File: src/rtl/melody_seq.sv
// Note sequencer: plays a small writable score of {beats, divisor} entries as a
// stream of divisor words for a tone generator. Optional MELODY_SEQ_LOOP_EN repeats the song.
module melody_seq #(
  parameter int DW  = 16,
  parameter int AW  = 3,
  parameter int DUR = 10,
  parameter int GAP = 2,
  parameter int TW  = 24
) (
  input  logic          clk,
  input  logic          rstn,
  input  logic          start,
  input  logic          stop,
  input  logic          wr_en,
  input  logic [AW-1:0] wr_addr,
  input  logic [DW+3:0] wr_data,
  output logic [DW-1:0] div,
  output logic          note_stb,
  output logic [AW-1:0] idx,
  output logic          playing,
  output logic          done,
  output logic [1:0]    state_dbg
);

  // Control protocol: start is a single-cycle request honoured only in IDLE;
  // stop is a level that overrides start in every state; wr_en is accepted only in IDLE.

  typedef enum logic [1:0] {S_IDLE, S_LOAD, S_NOTE, S_GAP} state_t;

  localparam int            LEN    = 2 ** AW;
  localparam logic [AW-1:0] LAST   = AW'(LEN - 1);
  localparam logic [TW-1:0] DUR_W  = TW'(DUR);
  localparam logic [TW-1:0] GAP_M1 = (GAP > 0) ? TW'(GAP - 1) : '0;

  state_t        state;
  logic [TW-1:0] cnt;
  logic [DW+3:0] mem [LEN];
  logic [DW+3:0] entry;
  logic [3:0]    entry_beats;
  logic [DW-1:0] entry_div;
  logic          adv_now;
  logic          end_now;

  assign entry       = mem[idx];
  assign entry_beats = entry[DW+3:DW];
  assign entry_div   = entry[DW-1:0];
  assign state_dbg   = state;

  // Score is frozen while playing; contents are deliberately not reset.
  always_ff @(posedge clk) begin
    if (wr_en && state == S_IDLE) begin
      mem[wr_addr] <= wr_data;
    end
  end

  always_comb begin
    adv_now = 1'b0;
    case (state)
      S_NOTE:  adv_now = (cnt == '0) && (GAP == 0);
      S_GAP:   adv_now = (cnt == '0);
      default: adv_now = 1'b0;
    endcase
    end_now = ((state == S_LOAD) && (entry_beats == 4'd0)) || (adv_now && (idx == LAST));
  end

  always_ff @(posedge clk or negedge rstn) begin
    if (!rstn) begin
      state    <= S_IDLE;
      cnt      <= '0;
      div      <= '0;
      note_stb <= 1'b0;
      idx      <= '0;
      playing  <= 1'b0;
      done     <= 1'b0;
    end else begin
      note_stb <= 1'b0;
      done     <= 1'b0;
      if (stop) begin
        state   <= S_IDLE;
        cnt     <= '0;
        div     <= '0;
        idx     <= '0;
        playing <= 1'b0;
      end else begin
        case (state)
          S_IDLE: begin
            if (start) begin
              state   <= S_LOAD;
              idx     <= '0;
              playing <= 1'b1;
            end
          end
          S_LOAD: begin
            if (entry_beats != 4'd0) begin
              div      <= entry_div;
              note_stb <= 1'b1;
              cnt      <= TW'(entry_beats) * DUR_W - TW'(1);
              state    <= S_NOTE;
            end
          end
          S_NOTE: begin
            cnt <= cnt - TW'(1);
            if (cnt == '0 && GAP > 0) begin
              div   <= '0;
              cnt   <= GAP_M1;
              state <= S_GAP;
            end
          end
          S_GAP: begin
            cnt <= cnt - TW'(1);
          end
          default: state <= S_IDLE;
        endcase

        // End-of-song and advance override whatever the state branch scheduled.
        if (end_now) begin
`ifdef MELODY_SEQ_LOOP_EN
          idx   <= '0;
          div   <= '0;
          state <= S_LOAD;
`else
          state   <= S_IDLE;
          cnt     <= '0;
          div     <= '0;
          idx     <= '0;
          playing <= 1'b0;
          done    <= 1'b1;
`endif
        end else if (adv_now) begin
          idx   <= idx + 1'b1;
          div   <= '0;
          state <= S_LOAD;
        end
      end
    end
  end

endmodule

File: config.mk
export PLATFORM = sky130hd
export DESIGN_NAME = melody_seq
export DESIGN_NICKNAME = d
export VERILOG_FILES = /design/src/rtl/melody_seq.sv
export SDC_FILE = /design/constraint.sdc
export NUM_CORES = 1
export LEC_CHECK = 0
export ABC_AREA = 1
export BUFFER_PORTS_ARGS = -buffer_cell sky130_fd_sc_hd__buf_2
export CORE_ASPECT_RATIO = 0.8
export CORE_MARGIN = 3
export CORE_UTILIZATION = 34
export CTS_CLUSTER_SIZE = 16
export DETAILED_ROUTE_END_ITERATION = 10
export GPL_ROUTABILITY_DRIVEN = 0
export GPL_TIMING_DRIVEN = 0
export PLACE_DENSITY = 0.51
export SLEW_MARGIN = 20
export SYNTH_ARGS = -nofsm -noshare
export SYNTH_HDL_FRONTEND = slang
export SYNTH_SLANG_ARGS = --single-unit
export TNS_END_PERCENT = 50
File: constraint.sdc
create_clock -name clk -period 3.1 [get_ports clk]
set_input_delay 0.155 -clock clk [delete_from_list [all_inputs] [get_ports clk]]
set_output_delay 0.155 -clock clk [all_outputs]
set_load 0.02 [all_outputs]
==> impl_metrics.toml <==
[yosys]
synthArstFlopShare_pct = 23.1
syn_avg_cell_area_um2 = 10.6
ys.flop_type = "edfxtp_1"
syn-num-nets = 935
synth_largest_area_cell = "edfxtp_1"
synth_top_area_share_pct = 50.8
synth_seq_cells = 208
synthCells = 893
yosysWarnings = 0
netlist_area_um2 = 9450
seq_area_frac_synth_pct = 63.5
synth_edf_count = 160
yosysUniqueCellTypes = 39
synth.area.top_cells = "edfxtp_1, dfrtp_1, nand2_1, nor2_1, o21ai_0"

[critical_path]
worst_path_largest_cell_delay_ns = 0.51
arrival_ns = 3.52
path_buf_inv = 7
critical_path.top_delay_family = "adder cells"
startpoint = "idx[1]$_DFFE_PN0P_"
crit_chain = "buf_4, inv_2, buf_6, nor2_1, o21ai_0, nand3_1, o21ai_2, inv_2, ha_4, ha_4, inv_2, fa_1, inv_1, nor2_1, nand3_1, nor2_2, nand2_2, nand2_4, buf_4, nand4_1, nand2_1"
cpMostUsedCell = "inv_2"
cp-end-kind = "flop"
slowest_stage = "fa_1"
cp_max_fo = 10
reg2reg_from = "idx[1]$_DFFE_PN0P_"
criticalPathCategory = "flop to flop"
worstPathRequired_ns = 3.56
startpoint_type = "flop"

[global_route]
track_usage_pct = 17.6
overflow = 0
grt_pass1_wl_um = 40400
antenna_found_initial = 0
grt_pass1_vias = 6722
grt_max_degree = 49

[placed_design]
hpwl_um = 17200
io_buffer_count = 51
placedCellCount = 1308

[power]
p_per_area_nw_per_um2 = 747
p_switching_mw = 3.04
peakVddDrop_mv = 0.464
combPwrFrac_pct = 30.3
power.total_mw = 8.67
cell_internal_pwr_mw = 5.64
swShare_pct = 35.0
seqPwrFrac_pct = 40.3
power_leakage_nw = 4.64
clockPowerShare_pct = 29.5

[sta]
hold_viol = 0
grt_setup_unrepaired = "yes"
post-route-min-period_ns = 3.07
post-route-period-util_pct = 99.0
setup_viol = 0
slew_viol_final = 0
slew_headroom_pct = 49.0
hold_ws_ns = 0.161
clock.fmax_mhz = 326
worst_pin_slew_ns = 0.763
clock_skew_ns = 0.0171

[clock_network]
clk_latency_ns = 0.52
cts_max_level = 1
cts_num_sinks = 208
cts_buffers = 23
cts_tree = "yes"
cts_buffer_depth = 3
cts_root_buf = "clkbuf_16"
clk_pin_slew_ns = 0.06

[detailed_routing]
ant_nets = 0
drc_errors = 0
drtIter0Drc = 616
routed_wl_um = 25900
vias = 7015
first_pass_iters = 8
via_per_inst = 5.04
post_drt_wl_per_cell_um = 18.6

[hold_path]
hold_class = "input port to flop"
min_from = "wr_addr[1]"

[floorplanning]
dieArea_um2 = 29900
die_h_um = 155
die_w_um = 192
core_um2 = 26800
initial_core_util_pct = 35.3
rows = 53
ios = 52

[run_status]
status = "finished, final reports clean"

[run]
max-cap-violations = 0

[cells_and_area]
synthToLayoutAreaGrowth_pct = 22.8
nets = 1063
fin_cells = 1393
utilization_pct = 43.3
diodes = 0
drive_gt1_share_pct = 17.5
[worst paths after layout]
path / slack, ns / cells after the start / endpoint
max: 0.03 / 21 / cnt[8]$_DFFE_PN0P_
min: 0.16 / 3 / mem[6][18]$_DFFE_PP_
max reg2reg: 0.03 / 21 / cnt[8]$_DFFE_PN0P_
min reg2reg: 0.48 / 2 / div[10]$_DFFE_PN0P_
max in group asynchronous: 2.46 / 2 / div[6]$_DFFE_PN0P_
min in group asynchronous: 0.20 / 2 / cnt[23]$_DFFE_PN0P_
[power groups by stage]
stage	logic (mW)	registers, mW	clock network [mW]
global placement	2.41	3.55	0
detailed placement	2.47	3.54	0
floorplan	1.61	3.62	0
global route	2.97	3.52	2.75
finish	2.63	3.49	2.55
CTS	2.54	3.49	2.62
[cell usage after synthesis (2+ instances only)]
cell type / instances
edfxtp_1: 160
buf_6: 7
clkbuf_1: 19
o21ai_1: 14
a21oi_1: 6
ha_1: 13
nor2_1: 140
nand2_4: 4
nand3_1: 55
nand4_1: 20
nor2_2: 7
nand2_1: 155
buf_2: 15
o2111ai_1: 3
nor2_4: 3
nand2_2: 2
o21ai_2: 2
and2_1: 2
dfrtp_1: 48
xor2_1: 13
xnor2_1: 6
inv_1: 45
o22ai_1: 17
inv_2: 3
o221ai_1: 16
buf_4: 2
o21ai_0: 101
nor3_1: 4
[area by class of cell]
cell class                      instances  area, um^2
Buffer                                 44         274
Tap cell                              357         447
Clock inverter                         12        96.3
Clock buffer                           28         594
Multi-Input combinational cell        592        3160
Inverter                               49         191
Sequential cell                       208        6010
Timing Repair Buffer                  103         840
Fill cell                            2606       15200
[through the flow]
stage | setup slack (ns) | area (um^2) | TNS, ns
after floorplan | 0.0582 | 9450 | 0
after global placement | -0.301 | 10200 | -27.63
after detailed placement | -0.308 | 10400 | -4.35
after CTS | -0.0789 | 11400 | -1.00
after global routing | -0.159 | 11600 | -2.51
final | 0.0320 | 11600 | 0
[placed cells by master, fill, tap and decap left out, types with 4 or more instances in the layout]
cell type | synthesis | final
nor2_1 | 140 | 131
o221ai_1 | 16 | 16
xor2_1 | 13 | 12
clkinv_2 | 0 | 4
o21ai_1 | 14 | 15
nor2_4 | 3 | 12
buf_6 | 7 | 4
xnor2_1 | 6 | 6
nand2_2 | 2 | 4
ha_1 | 13 | 10
nor2_2 | 7 | 7
o22ai_1 | 17 | 16
inv_1 | 45 | 43
dfrtp_1 | 48 | 48
nand2_1 | 155 | 153
o21ai_0 | 101 | 98
clkinv_1 | 0 | 5
nand2_4 | 4 | 4
buf_8 | 0 | 5
dlygate4sd3_1 | 0 | 23
buf_12 | 0 | 6
inv_2 | 3 | 5
edfxtp_1 | 160 | 160
clkbuf_1 | 19 | 24
nor3_1 | 4 | 4
buf_4 | 2 | 23
a21oi_1 | 6 | 6
clkbuf_16 | 0 | 25
nand4_1 | 20 | 20
nand3_1 | 55 | 55
buf_2 | 15 | 62
[worst min-delay path, cell delays in order]
cell	delay, ns
buf_2	0.12
nand2_1	0.15
nor2_4	0.07
[state kept, by name, summed over array words and instances (netlist names)]
register / cells
mem: 160
cnt: 24
div: 16
idx: 3
state_dbg: 2
done: 1
note_stb: 1
playing: 1
[kinds of logic after synthesis]
| logic type | count (synthesis) | synth area share, % |
|---|---|---|
| and+or+nand+nor | 397 | 18.5 |
| DFF | 208 | 63.5 |
| AOI/OAI and AO/OA | 162 | 9.77 |
| buffers and inverters | 93 | 4.55 |
| xor gates and xnor gates | 19 | 1.76 |
| adders and majority gates | 14 | 1.93 |
[timing repair]
item,CTS,global route
hold buffers,23,0
pin swaps,4,16
setup endpoints to repair,19,21
gates resized for setup,5,26
setup buffers,11,9
hold endpoints to repair,210,0
cloned,0,2
[metal layers]
metal / global-route usage, % / part of all wire, % / up-vias
met5: 0 / 0 / -
met4: 3.81 / 1.7 / 0
met3: 2.66 / 4.9 / 29
met2: 25.2 / 42 / 185
met1: 27.9 / 51 / 3410
li1: - / - / 3391
(Power assumes the default switching activity.)
